==> src/rtl/rot_enc_pkg.sv <==
// Shared types and widths for the rotary-encoder velocity estimator.
package rot_enc_pkg;

  localparam int ENC_W = 32;
  localparam int ERR_W = 16;

  typedef enum logic [1:0] {
    IDLE = 2'd0,
    FILL = 2'd1,
    RUN  = 2'd2
  } vel_state_t;

endpackage

==> src/rtl/rot_enc_hist.sv <==
// Ring buffer of tick samples. o_oldest is the entry pushed 2^AVG_LOG pushes
// before the push now being offered, so it pairs with the incoming sample.
module rot_enc_hist
  import rot_enc_pkg::*;
#(
  parameter int AVG_LOG = 2
) (
  input  logic                    clock,
  input  logic                    reset,
  input  logic                    i_clear,
  input  logic                    i_push,
  input  logic signed [ENC_W-1:0] i_data,
  output logic signed [ENC_W-1:0] o_oldest,
  output logic                    o_primed,
  output logic                    o_full
);

  localparam int DEPTH = (1 << AVG_LOG) + 1;
  localparam int PTR_W = $clog2(DEPTH);
  localparam int CNT_W = $clog2(DEPTH + 1);

  logic signed [ENC_W-1:0] r_mem [DEPTH];
  logic [PTR_W-1:0]        r_wptr;
  logic [CNT_W-1:0]        r_fill;
  logic [PTR_W-1:0]        w_rptr;
  logic [PTR_W-1:0]        w_wptr_nxt;

  // The slot after the write pointer holds the sample DEPTH-1 pushes old.
  assign w_wptr_nxt = (r_wptr == PTR_W'(DEPTH - 1)) ? '0 : r_wptr + PTR_W'(1);
  assign w_rptr     = w_wptr_nxt;
  assign o_oldest   = r_mem[w_rptr];
  assign o_primed   = (r_fill >= CNT_W'(DEPTH - 1));
  assign o_full     = (r_fill == CNT_W'(DEPTH));

  always_ff @(posedge clock or posedge reset) begin
    if (reset) begin
      r_wptr <= '0;
      r_fill <= '0;
    end else if (i_clear) begin
      r_wptr <= '0;
      r_fill <= '0;
    end else if (i_push) begin
      r_wptr <= w_wptr_nxt;
      if (r_fill != CNT_W'(DEPTH)) r_fill <= r_fill + CNT_W'(1);
    end
  end

  always_ff @(posedge clock) begin
    if (i_push && !i_clear) r_mem[r_wptr] <= i_data;
  end

endmodule

==> src/rtl/rot_enc_velocity.sv <==
// Periodic velocity estimator: windowed position delta per sample tick,
// valid/ack hand-off to the host, and a saturating encoder error counter.
module rot_enc_velocity
  import rot_enc_pkg::*;
#(
  parameter int PERIOD_CYCLES = 50000,
  parameter int AVG_LOG       = 2
) (
  input  logic                    clock,
  input  logic                    reset,
  input  logic                    sclr,
  input  logic signed [ENC_W-1:0] counter_in,
  input  logic                    error_in,
  input  logic                    ready_in,
  output logic signed [ENC_W-1:0] velocity,
  output logic signed [ENC_W-1:0] position,
  output logic                    vel_valid,
  input  logic                    vel_ack,
  output logic                    overrun,
  output logic                    stale,
  output logic [ERR_W-1:0]        err_count
);

  localparam int TCK_W = $clog2(PERIOD_CYCLES);

  function automatic logic signed [ENC_W-1:0] avg_shift(input logic signed [ENC_W-1:0] d);
    return d >>> AVG_LOG;
  endfunction

  function automatic logic [ERR_W-1:0] sat_inc(input logic [ERR_W-1:0] c);
    return (c == {ERR_W{1'b1}}) ? c : c + ERR_W'(1);
  endfunction

  logic [TCK_W-1:0]        r_tick_cnt;
  vel_state_t              r_state;
  vel_state_t              w_state_nxt;
  logic                    w_tick;
  logic                    w_push;
  logic                    w_est;
  logic                    w_clear;
  logic signed [ENC_W-1:0] w_oldest;
  logic signed [ENC_W-1:0] w_delta;
  logic                    w_primed;
  logic                    w_full;
  logic signed [ENC_W-1:0] r_velocity;
  logic signed [ENC_W-1:0] r_position;
  logic                    r_vel_valid;
  logic                    r_overrun;
  logic [ERR_W-1:0]        r_err_count;

  assign w_tick = (r_tick_cnt == TCK_W'(PERIOD_CYCLES - 1));

  always_ff @(posedge clock or posedge reset) begin
    if (reset)       r_tick_cnt <= '0;
    else if (w_tick) r_tick_cnt <= '0;
    else             r_tick_cnt <= r_tick_cnt + TCK_W'(1);
  end

  // Losing ready_in empties the history so a restart always refills fully.
  assign w_clear = !ready_in;

  rot_enc_hist #(
    .AVG_LOG (AVG_LOG)
  ) u_hist (
    .clock    (clock),
    .reset    (reset),
    .i_clear  (w_clear),
    .i_push   (w_push),
    .i_data   (counter_in),
    .o_oldest (w_oldest),
    .o_primed (w_primed),
    .o_full   (w_full)
  );

  always_ff @(posedge clock or posedge reset) begin
    if (reset) r_state <= IDLE;
    else       r_state <= w_state_nxt;
  end

  always_comb begin
    w_state_nxt = r_state;
    w_push      = 1'b0;
    w_est       = 1'b0;
    case (r_state)
      IDLE: begin
        if (w_tick && ready_in) begin
          w_push      = 1'b1;
          w_state_nxt = FILL;
        end
      end
      FILL: begin
        if (!ready_in) begin
          w_state_nxt = IDLE;
        end else if (w_tick) begin
          w_push = 1'b1;
          if (w_primed) begin
            w_est       = 1'b1;
            w_state_nxt = RUN;
          end
        end
      end
      RUN: begin
        if (!ready_in) begin
          w_state_nxt = IDLE;
        end else if (w_tick) begin
          w_push = 1'b1;
          w_est  = w_full;
        end
      end
      default: w_state_nxt = IDLE;
    endcase
  end

  // Modular subtraction keeps the delta correct across the 32-bit wrap.
  assign w_delta = counter_in - w_oldest;

  always_ff @(posedge clock or posedge reset) begin
    if (reset) begin
      r_velocity <= '0;
      r_position <= '0;
    end else if (w_est) begin
      r_velocity <= avg_shift(w_delta);
      r_position <= counter_in;
    end
  end

  always_ff @(posedge clock or posedge reset) begin
    if (reset)        r_vel_valid <= 1'b0;
    else if (w_est)   r_vel_valid <= 1'b1;
    else if (vel_ack) r_vel_valid <= 1'b0;
  end

  always_ff @(posedge clock or posedge reset) begin
    if (reset)                                    r_overrun <= 1'b0;
    else if (sclr)                                r_overrun <= 1'b0;
    else if (w_est && r_vel_valid && !vel_ack)    r_overrun <= 1'b1;
  end

  always_ff @(posedge clock or posedge reset) begin
    if (reset)         r_err_count <= '0;
    else if (sclr)     r_err_count <= '0;
    else if (error_in) r_err_count <= sat_inc(r_err_count);
  end

  assign velocity  = r_velocity;
  assign position  = r_position;
  assign vel_valid = r_vel_valid;
  assign overrun   = r_overrun;
  assign stale     = (r_state != RUN);
  assign err_count = r_err_count;

endmodule

==> config.mk <==
export PLATFORM = sky130hd
export DESIGN_NAME = rot_enc_velocity
export DESIGN_NICKNAME = d
export VERILOG_FILES = /design/src/rtl/rot_enc_pkg.sv /design/src/rtl/rot_enc_hist.sv /design/src/rtl/rot_enc_velocity.sv
export SDC_FILE = /design/constraint.sdc
export NUM_CORES = 1
export LEC_CHECK = 0
export ABC_AREA = 1
export BUFFER_PORTS_ARGS = -buffer_cell sky130_fd_sc_hd__buf_2
export CAP_MARGIN = 30
export CORE_UTILIZATION = 48
export CTS_CLUSTER_DIAMETER = 80
export DETAILED_ROUTE_END_ITERATION = 12
export PLACE_DENSITY = 0.67
export SETUP_SLACK_MARGIN = 0.15
export SYNTH_ARGS = -nofsm -noshare
export SYNTH_HDL_FRONTEND = slang
export SYNTH_SLANG_ARGS = --single-unit
export TNS_END_PERCENT = 1
==> constraint.sdc <==
create_clock -name clock -period 5.75 [get_ports clock]
set_input_delay 1.725 -clock clock [delete_from_list [all_inputs] [get_ports clock]]
set_output_delay 1.725 -clock clock [all_outputs]
set_load 0.02 [all_outputs]
==> summary.txt, run 1 <==
Synth
  • Register area share after synthesis: 58.8%
  • Mapped Nets: 1372
  • Distinct cells, synth: 46
  • Top_reg_cell synth: edfxtp_1
  • Post-Syn Instances: 1294
  • Post-Syn Area per Cell: 9.74 um2
  • Async set or reset register ratio after synthesis: 39.4%
  • Post-Syn Area: 12600 um2
  • Number of synthesized register bits: 264
  • EDFF count, synth: 160
  • Synth warnings: 0

Place
  • Worst slack, placed: 1.55 ns
  • PortBufs: 120
  • Post-DP HPWL: 21500 um
  • Routability Congestion: 0.935
  • Placed cell area: 13600 um2

Critical path
  • Worst Path Required: 6.16 ns
  • Max FO, Critical Path: 54
  • Register-to-register path setup slack: 1.46 ns
  • Reg2reg start: u_hist.r_wptr[0]
  • R2r worst-path depth: 19
  • Crit start category: register
  • Worst reg2reg path endpoint: velocity[23]
  • Arr. time, crit path: 4.70 ns
  • Worst Setup End Kind: register
  • Critical path class: register to register

Die
  • Width of the die: 164 um
  • Core Rows: 58
  • CORE AREA: 25500 um2
  • Die H: 164 um
  • # IOs: 121
  • Die area: 26900 um2
  • Starting Density: 49.5%

GRT
  • Initial antenna violation count: 0
  • First-pass GRT wire length: 49700 um
  • Gr ovfl total: 0
  • Largest net degree at the start of global routing: 78
  • Number of global-route vias before repair: 9431
  • GRT Util Overall: 23.9%

Drt
  • Final ANT Viol Nets: 0
  • Wire length per cell: 17.7 um
  • Detailed Routing Iterations Pass 1: 5
  • DRT Wirelength: 31300 um
  • Drt via density: 5.41
  • Via count: 9584
  • Drt initial violations: 717
  • DRC: 0

CTS
  • Total CTS buffers: 28
  • Worst skew pair latency: 0.55 ns
  • Postcts setup bufs: 0
  • Clk slew on worst S/H paths: 0.06 ns
  • Max Buffers Root-to-Sink: 3
  • CTS tree: done
  • CTS-repair resized insts: 0
  • # hold bufs at CTS: 0
  • CTS root buf: clkbuf_16
  • H-tree lvl count: 1
  • Sinks on the clock net: 264

Timing
  • RSZ-0062 raised after global routing: no
  • Fmax: 233 MHz
  • Relative slew slack: 40.6%
  • Fin. Hold Viols: 0
  • Slew @ Worst Pin: 0.890 ns
  • Fin. max-slew vios: 0
  • # setup viols final: 0
  • Crit share post-route: 74.6%
  • Tmin final: 4.29 ns
  • Fin worst setup slack: 1.46 ns
  • Layout Skew: 0.0175 ns

Hold path
  • Worst hold path startpoint: r_tick_cnt[0]
  • Hold-critical path endpoint: r_tick_cnt[0]
  • Hold depth: 1
  • Hold Path Class: register to register

Finish
  • Area occupied by multi-input gates: 4600 um2
  • Area delta synth->final: 15.6%
  • Share of cells above drive strength 1: 16.0%
  • Sequential cell area: 7410 um2
  • Filler cells: 2198
  • Post-route cell area: 14600 um2
  • Ant diodes: 0
  • Nets@finish: 1496

Power and ir drop
  • Power Density: 282 nW/um2
  • VDD IR max: 203 uV
  • Pleak: 6.47 nW

Flow run
  • Max_cap viols: 0

Run status
  • Status: finished clean
cells in the mapped netlist (6+ instances only):
| cell type | number | share of area, % |
|---|---|---|
| a21o_1 | 6 | 0.36 |
| a21oi_1 | 48 | 1.9 |
| buf_4 | 7 | 0.42 |
| clkbuf_1 | 29 | 0.86 |
| dfrtp_1 | 104 | 21 |
| edfxtp_1 | 160 | 38 |
| ha_1 | 40 | 4.0 |
| inv_1 | 111 | 3.3 |
| nand2_1 | 283 | 8.4 |
| nand2_2 | 22 | 1.1 |
| nand3_1 | 51 | 2.0 |
| nand4_1 | 8 | 0.40 |
| nor2_1 | 142 | 4.2 |
| nor3_1 | 17 | 0.68 |
| o21ai_0 | 141 | 5.6 |
| o221ai_1 | 31 | 2.2 |
| xor2_1 | 20 | 1.4 |
report_power, final:
group	internal [mW]	switching, mW
Sequential	2.02	0.0109
Combinational	0.0797	0.179
Clock	1.04	0.764
layout make-up:
class	instances	area share, %
Tap cell	330	2.83
Multi-Input combinational cell	871	31.6
Clock buffer	34	5.25
Timing Repair Buffer	136	5.36
Clock inverter	18	1.12
Inverter	117	3.03
Sequential cell	264	50.8
metal layers:
layer	GRT usage [%]	share of wire, %	routed length (um)
met5	0	0	0
met4	7.20	2.3	734
met3	3.13	4.6	1450
met2	39.9	48	15100
met1	32.7	45	14100
worst max-delay path, stage by stage (launching register included):
cell and delay [ns]:
dfrtp_1 0.40, inv_1 0.17, ha_1 0.25, nand2_2 0.11
nand2_2 0.08, inv_2 0.65, o21ai_0 0.18, o221ai_1 0.21
o21ai_0 0.16, ha_1 0.38, inv_1 0.14, o21ai_0 0.14
a31oi_1 0.26, o21ai_0 0.20, a21oi_1 0.15, nand2_1 0.14
nand2_1 0.11, nand2_1 0.07, xnor2_1 0.22, o21ai_0 0.11
layout by cell type (no fill, tap or decap), types with 4 or more instances in the layout:
master,instances
nand2_1,283
edfxtp_1,160
o21ai_0,141
nor2_1,140
buf_2,120
inv_1,110
dfrtp_1,104
nand3_1,51
a21oi_1,48
ha_1,40
o221ai_1,31
clkbuf_16,29
nand2_2,22
xor2_1,20
nor3_1,17
buf_4,13
clkinv_2,9
nand4_1,8
a21o_1,6
inv_2,5
a31oi_1,5
o21a_1,5
o21ai_1,5
o21bai_1,5
a211oi_1,4
o22ai_1,4
xnor2_1,4
o31ai_1,4
how the worst max path moves through the flow:
| stage | slack [ns] | startpoint | cells after the start | to |
|---|---|---|---|---|
| 2_1_floorplan | -0.03 | ready_in | 3 | u_hist.r_mem[1][0] |
| 3_3_place_gp | 1.71 | u_hist.r_wptr[0] | 20 | velocity[24] |
| 4_1_cts | 1.53 | u_hist.r_wptr[0] | 19 | velocity[23] |
| 6_report | 1.46 | u_hist.r_wptr[0] | 19 | velocity[23] |
| 5_1_grt | 1.17 | u_hist.r_wptr[0] | 19 | velocity[23] |
| 3_5_place_dp | 1.55 | u_hist.r_wptr[0] | 19 | velocity[23] |
kinds of logic (layout without fill, tap and decap cells):
| logic type | Yosys count | count (layout) | share of synthesized area (%) |
|---|---|---|---|
| fa+ha+maj | 40 | 40 | 3.97 |
| buf+inv | 159 | 305 | 5.04 |
| flops | 264 | 264 | 58.8 |
| compound gates | 262 | 262 | 12.0 |
| simple gates | 545 | 545 | 18.5 |
| xor+xnor | 24 | 24 | 1.67 |
registers in the layout, summed over array words and instances, names as in the netlist:
name / cells
overrun: 1
position: 32
err_count: 16
u_hist.r_fill: 3
r_state: 2
velocity: 30
vel_valid: 1
u_hist.r_wptr: 3
r_tick_cnt: 16
u_hist.r_mem: 160
stage by stage:
step                cells  power (mW)  TNS, ns  util [%]  hold slack, ns
floorplan            1294        2.23    -2.88         -           0.433
global placement     1715        2.32        0      53.2           0.452
detailed placement   1718        2.33        0      53.6           0.459
CTS                  1770        4.15        0      57.2           0.467
global route         1770        4.25        0      57.2           0.481
finish               1770        4.10        0      57.2           0.464
Note: power is estimated with default switching activity, not from simulation.
==> inputs of run 2 (changes only) <==
Clock period 5.75 ns to 4 ns, I/O delays scaled along.
==> summary.txt, run 2 (synthesized netlist as in run 1, its figures left out) <==
Die
  • # IOs: 121 (unchanged)
  • CORE AREA: 25500 um2 (unchanged)
  • Die H: 164 um (unchanged)
  • Die area: 26900 um2 (unchanged)
  • Core Rows: 58 (unchanged)
  • Starting Density: 49.5% (unchanged)
  • Width of the die: 164 um (unchanged)

GRT
  • First-pass GRT wire length: 48800 um (-1.8%)
  • Initial antenna violation count: 0 (unchanged)
  • Largest net degree at the start of global routing: 78 (unchanged)
  • GRT Util Overall: 23.4% (-0.53 points)
  • Number of global-route vias before repair: 9163 (-2.8%)
  • Gr ovfl total: 0 (unchanged)

Critical path
  • Worst reg2reg path endpoint: velocity[24]
  • CP top delay family: compound AO/OA/AOI/OAI gates
  • WP buf/inv: 2 (-1)
  • Register-to-register path setup slack: 0.36 ns (-1.10 ns)
  • Crit path largest cell delay: 0.43 ns (-0.22 ns)
  • Arr. time, crit path: 4.09 ns (-0.61 ns)
  • Slowest CP cell: dfrtp_1
  • Max FO, Critical Path: 38 (-30%)
  • Crit start category: register
  • Critical Path, Cell by Cell: inv_2 -> ha_1 -> nand2_2 -> nand2_2 -> buf_4 -> o21ai_0 -> o221ai_1 -> o21ai_0 -> ha_1 -> a21oi_1 -> o21ai_0 -> o21bai_1 -> a21oi_1 -> nand2_1 -> nand2_1 -> nand2_1 -> or2_0 -> nand3_1 -> nand2_1
  • Critical path class: register to register
  • Reg2reg start: u_hist.r_wptr[1]
  • Worst Setup End Kind: register
  • Worst Path Required: 4.45 ns (-1.71 ns)
  • Most used cell, CP: nand2_1
  • R2r worst-path depth: 19 (unchanged)

Timing
  • Slew @ Worst Pin: 0.843 ns (-0.0476 ns)
  • Fmax: 275 MHz (+18%)
  • Crit share post-route: 91.1% (+16 points)
  • Layout Skew: 0.0164 ns (-0.00106 ns)
  • TNS Setup: 0 ns (unchanged)
  • # setup viols final: 0 (unchanged)
  • Fin. max-slew vios: 0 (unchanged)
  • Relative slew slack: 43.8% (+3.3 points)
  • Fin. Hold Viols: 0 (unchanged)
  • Tmin final: 3.64 ns (-0.648 ns)
  • RSZ-0062 raised after global routing: yes

CTS
  • Clk slew on worst S/H paths: 0.06 ns (about the same)
  • Max Buffers Root-to-Sink: 3 (unchanged)
  • Sinks on the clock net: 264 (unchanged)
  • # hold bufs at CTS: 0 (unchanged)
  • H-tree lvl count: 1 (unchanged)
  • Worst skew pair latency: 0.56 ns (about the same)
  • Total CTS buffers: 29 (+3.6%)
  • CTS tree: done
  • CTS root buf: clkbuf_16

Place
  • Post-DP HPWL: 21400 um (-0.46%)
  • Routability Congestion: 0.961 (+2.8%)
  • Dpl cells: 1724 (+0.35%)
  • PortBufs: 120 (unchanged)
  • Placed cell area: 13700 um2 (+0.28%)

Drt
  • Drt initial violations: 807 (+13%)
  • Final ANT Viol Nets: 0 (unchanged)
  • DRC: 0 (unchanged)
  • DRT Wirelength: 31100 um (-0.85%)
  • Wire length per cell: 17.5 um (-1.3%)
  • Via count: 9711 (+1.3%)
  • Drt via density: 5.46 (+0.87%)
  • Detailed Routing Iterations Pass 1: 5 (unchanged)

Power and ir drop
  • Overall Power: 5.94 mW (+45%)
  • Pleak: 6.51 nW (+0.61%)
  • VDD IR max: 421 uV (+110%)
  • Power Density: 406 nW/um2 (+44%)

Finish
  • Post-route cell area: 14600 um2 (+0.52%)
  • Area delta synth->final: 16.2%
  • Largest Register: u_hist.r_mem
  • Max reg flops: 160 (unchanged)
  • Layout Cells excl Fill: 1778 (+0.45%)
  • Filler cells: 2162 (-1.6%)
  • Share of cells above drive strength 1: 16.4% (+0.39 points)
  • Nets@finish: 1503 (+0.47%)
  • Fin util: 57.5% (+0.30 points)
  • Commonest non-fill, non-tap cell in the layout: nand2_1
  • Commonest non-fill, non-tap cells in the layout: 283 x nand2_1, 160 x edfxtp_1, 140 x nor2_1
  • Ant diodes: 0 (unchanged)

Flow run
  • Max_cap viols: 0 (unchanged)

Hold path
  • Hold Path Class: register to register
  • Worst hold path startpoint: position[13]
  • Hold-critical path endpoint: position[13]
  • Hold depth: 2 (+1)

Run status
  • Status: finished clean
run 2: cell types whose count changed in the layout (fill, tap and decap cells not counted), moves of 3 or more:
| cell | before | now |
|---|---|---|
| clkinv_2 | 9 | 5 |
| inv_6 | 1 | 4 |
| nor4_4 | 2 | 5 |
| clkinv_1 | 1 | 5 |
| buf_4 | 13 | 18 |
| buf_12 | 0 | 3 |
| buf_16 | 3 | 0 |
| nor4_2 | 3 | 0 |
run 2: where the power goes:
group	switching (mW)	total, mW	leakage (nW)	internal (mW)
Sequential	0.0170	2.93	2.87	2.91
Clock	1.11	2.64	0.481	1.53
Combinational	0.256	0.370	3.16	0.114
Total	1.38	5.94	6.51	4.56
run 2: worst register-to-register path, delay by kind of cell, from the launching register on:
family | cells | cell delay [ns]
AOI/OAI and AO/OA | 7 | 1.32
adders and majority gates | 2 | 0.53
buffers and inverters | 2 | 0.51
DFF | 1 | 0.43
and+or+nand+nor | 8 | 0.76
run 2: how the worst max path moves through the flow:
stage / startpoint / end / slack, ns / depth (start not counted)
detailed placement: u_hist.r_wptr[1] / velocity[24] / 0.30 / 19
finish: u_hist.r_wptr[1] / velocity[24] / 0.36 / 19
global route: u_hist.r_wptr[1] / velocity[28] / 0.12 / 18
CTS: u_hist.r_wptr[1] / velocity[24] / 0.29 / 19
floorplan: ready_in / u_hist.r_mem[1][0] / 0.04 / 3
global placement: u_hist.r_wptr[1] / velocity[24] / 0.32 / 19
run 2: through the flow:
| stage | hold slack [ns] | worst slack, ns |
|---|---|---|
| floorplan | 0.433 | 0.0428 |
| global placement | 0.456 | 0.315 |
| detailed placement | 0.460 | 0.299 |
| CTS | 0.477 | 0.291 |
| global route | 0.492 | 0.116 |
| finish | 0.471 | 0.358 |
run 2: routing by layer:
layer  vias up  routed length [um]  track usage, %
li1       4703                   -               -
met4         0                 952            8.00
met1      4671               13500            31.5
met5         -                   0               0
met2       284               15100            39.3
met3        53                1470            2.73
run 2: cell type report:
class | count | area (um2) | area share [%]
sequential | 264 | 7410 | 50.6
multi-input combinational | 871 | 4620 | 31.5
clock buffer | 37 | 825 | 5.63
timing repair buffer | 142 | 807 | 5.51
inverter | 117 | 444 | 3.03
tap | 330 | 413 | 2.82
clock inverter | 17 | 134 | 0.914
run 2: what timing repair did:
item	4_1_cts	5_1_grt
gates resized for setup	0	6
buffers inserted	0	0
endpoints found under the setup margin	0	14
==> inputs of run 3 (changes only) <==
Settings changed: CORE_UTILIZATION 48 to 45, PLACE_DENSITY 0.67 to not set.
==> summary.txt, run 3 (synthesized netlist as in run 1, its figures left out) <==
Drt
  • Detailed Routing Iterations Pass 1: 5 (unchanged)
  • Drt via density: 5.28 (-3.4%)
  • Drt initial violations: 722 (-11%)
  • DRT Wirelength: 31700 um (+2.0%)
  • Final ANT Viol Nets: 0 (unchanged)
  • Wire length per cell: 17.4 um (-0.49%)
  • DRC: 0 (unchanged)
  • Via count: 9614 (-1.0%)

Timing
  • Slew @ Worst Pin: 0.799 ns (-0.0435 ns)
  • TNS Setup: 0 ns (unchanged)
  • Fin. max-slew vios: 0 (unchanged)
  • Fin. Hold Viols: 0 (unchanged)
  • Layout Skew: 0.0128 ns (-0.00363 ns)
  • # setup viols final: 0 (unchanged)
  • RSZ-0062 raised after global routing: yes
  • Tmin final: 3.59 ns (-0.0505 ns)
  • Crit share post-route: 89.8% (-1.3 points)
  • WHS: 0.472 ns (+0.000753 ns)
  • Fmax: 278 MHz (+1.4%)
  • Relative slew slack: 46.7% (+2.9 points)

Critical path
  • CP top delay family: compound AO/OA/AOI/OAI gates
  • Most used cell, CP: nand2_1
  • Max FO, Critical Path: 17 (-55%)
  • Worst Path Required: 4.43 ns (-0.02 ns)
  • WP buf/inv: 4 (+2)
  • Worst Setup End Kind: register
  • Crit path largest cell delay: 0.44 ns (about the same)
  • Critical Path, Cell by Cell: inv_2 -> ha_1 -> inv_1 -> buf_4 -> o21ai_0 -> o221ai_1 -> o21ai_0 -> ha_1 -> a21o_1 -> inv_1 -> nor2_1 -> nor2_1 -> o21a_1 -> nand2_1 -> nand2_1 -> nand2_1 -> or2_0 -> nand3_1 -> nand2_1
  • Critical path class: register to register
  • Arr. time, crit path: 4.02 ns (-0.07 ns)
  • Crit start category: register
  • Slowest CP cell: dfrtp_2

Die
  • Die H: 169 um (+3.2%)
  • Starting Density: 46.4% (-3.1 points)
  • # IOs: 121 (unchanged)
  • CORE AREA: 27200 um2 (+6.7%)
  • Die area: 28700 um2 (+6.6%)
  • Core Rows: 60 (+3.4%)
  • Width of the die: 169 um (+3.2%)

CTS
  • Clk slew on worst S/H paths: 0.06 ns (about the same)
  • CTS root buf: clkbuf_16
  • Total CTS buffers: 28 (-3.4%)
  • Worst skew pair latency: 0.55 ns (about the same)
  • # hold bufs at CTS: 0 (unchanged)
  • Max Buffers Root-to-Sink: 3 (unchanged)
  • H-tree lvl count: 1 (unchanged)
  • Sinks on the clock net: 264 (unchanged)
  • CTS tree: done

Finish
  • Commonest non-fill, non-tap cell in the layout: nand2_1
  • Ant diodes: 0 (unchanged)
  • Share of cells above drive strength 1: 17.1% (+0.67 points)
  • Layout Cells excl Fill: 1822 (+2.5%)
  • Max reg flops: 160 (unchanged)
  • Fin util: 54.4% (-3.1 points)
  • Commonest non-fill, non-tap cells in the layout: 283 x nand2_1, 160 x edfxtp_1, 140 x nor2_1
  • Nets@finish: 1506 (+0.20%)
  • Area delta synth->final: 17.4%
  • Largest Register: u_hist.r_mem

GRT
  • Gr ovfl total: 0 (unchanged)
  • Initial antenna violation count: 0 (unchanged)
  • Number of global-route vias before repair: 8889 (-3.0%)
  • First-pass GRT wire length: 49000 um (+0.44%)
  • Largest net degree at the start of global routing: 78 (unchanged)
  • GRT Util Overall: 22.0% (-1.4 points)

Place
  • PortBufs: 120 (unchanged)
  • Post-DP HPWL: 22000 um (+2.6%)
  • Dpl cells: 1770 (+2.7%)
  • Routability Congestion: 0.891 (-7.3%)

Hold path
  • Hold Path Class: register to register

Power and ir drop
  • Pleak: 6.51 nW (about the same)
  • VDD IR max: 367 uV (-13%)
  • Overall Power: 6.07 mW (+2.2%)
  • Power Density: 410 nW/um2 (+1.2%)

Run status
  • Status: finished clean

Flow run
  • Max_cap viols: 0 (unchanged)
## run 3: changes by cell type in the layout (fill, tap and decap cells not counted), moves of 3 or more
cell        delta
buf_4          +3
clkinv_1       -3
clkinvlp_4     +7
bufinv_16      +3
## run 3: layout make-up
| type | count | area, um2 |
|---|---|---|
| fillers | 2500 | 12400 |
| multi-input cells | 871 | 4630 |
| flip-flops and latches | 264 | 7410 |
| well taps | 372 | 465 |
| clock inverters | 19 | 229 |
| repair buffers | 146 | 845 |
| clock buffers | 33 | 771 |
| inverters | 117 | 444 |
## run 3: layer usage
layer / GRT usage, % / part of all wire [%] / routed length, um / vias to the layer above
met5: 0 / 0 / 0 / -
met4: 6.70 / 2.8 / 889 / 0
met3: 2.73 / 4.3 / 1380 / 54
met2: 37.4 / 48 / 15300 / 247
met1: 29.6 / 44 / 14000 / 4607
li1: - / - / - / 4706
## run 3: path summary, 6_finish.rpt
path / start / to / slack [ns] / depth (start not counted)
setup / recovery: u_hist.r_wptr[1] / velocity[19] / 0.41 / 19
hold / removal: r_tick_cnt[0] / r_tick_cnt[0] / 0.47 / 1
setup reg to reg: u_hist.r_wptr[1] / velocity[19] / 0.41 / 19
hold reg to reg: r_tick_cnt[0] / r_tick_cnt[0] / 0.47 / 1
max in group asynchronous: reset / position[29] / 2.49 / 3
min in group asynchronous: reset / u_hist.r_fill[1] / 0.79 / 2
## run 3: repair_timing
action                     in CTS  in global routing
buffers inserted                0                  0
resized for setup               0                 15
setup endpoints to repair       0                 19
## run 3: stage by stage
| step | setup WS (ns) | instance area (um2) |
|---|---|---|
| after floorplan | 0.0428 | 12600 |
| after global placement | 0.344 | 13800 |
| after detailed placement | 0.259 | 13800 |
| after CTS | 0.226 | 14800 |
| after global routing | 0.129 | 14800 |
| final | 0.408 | 14800 |
## run 3: power by group
group,total (mW),internal (mW),leakage (nW),switching [mW]
Sequential,2.93,2.91,2.87,0.0158
Clock,2.77,1.65,0.470,1.12
Combinational,0.375,0.115,3.18,0.260
Total,6.07,4.67,6.51,1.40
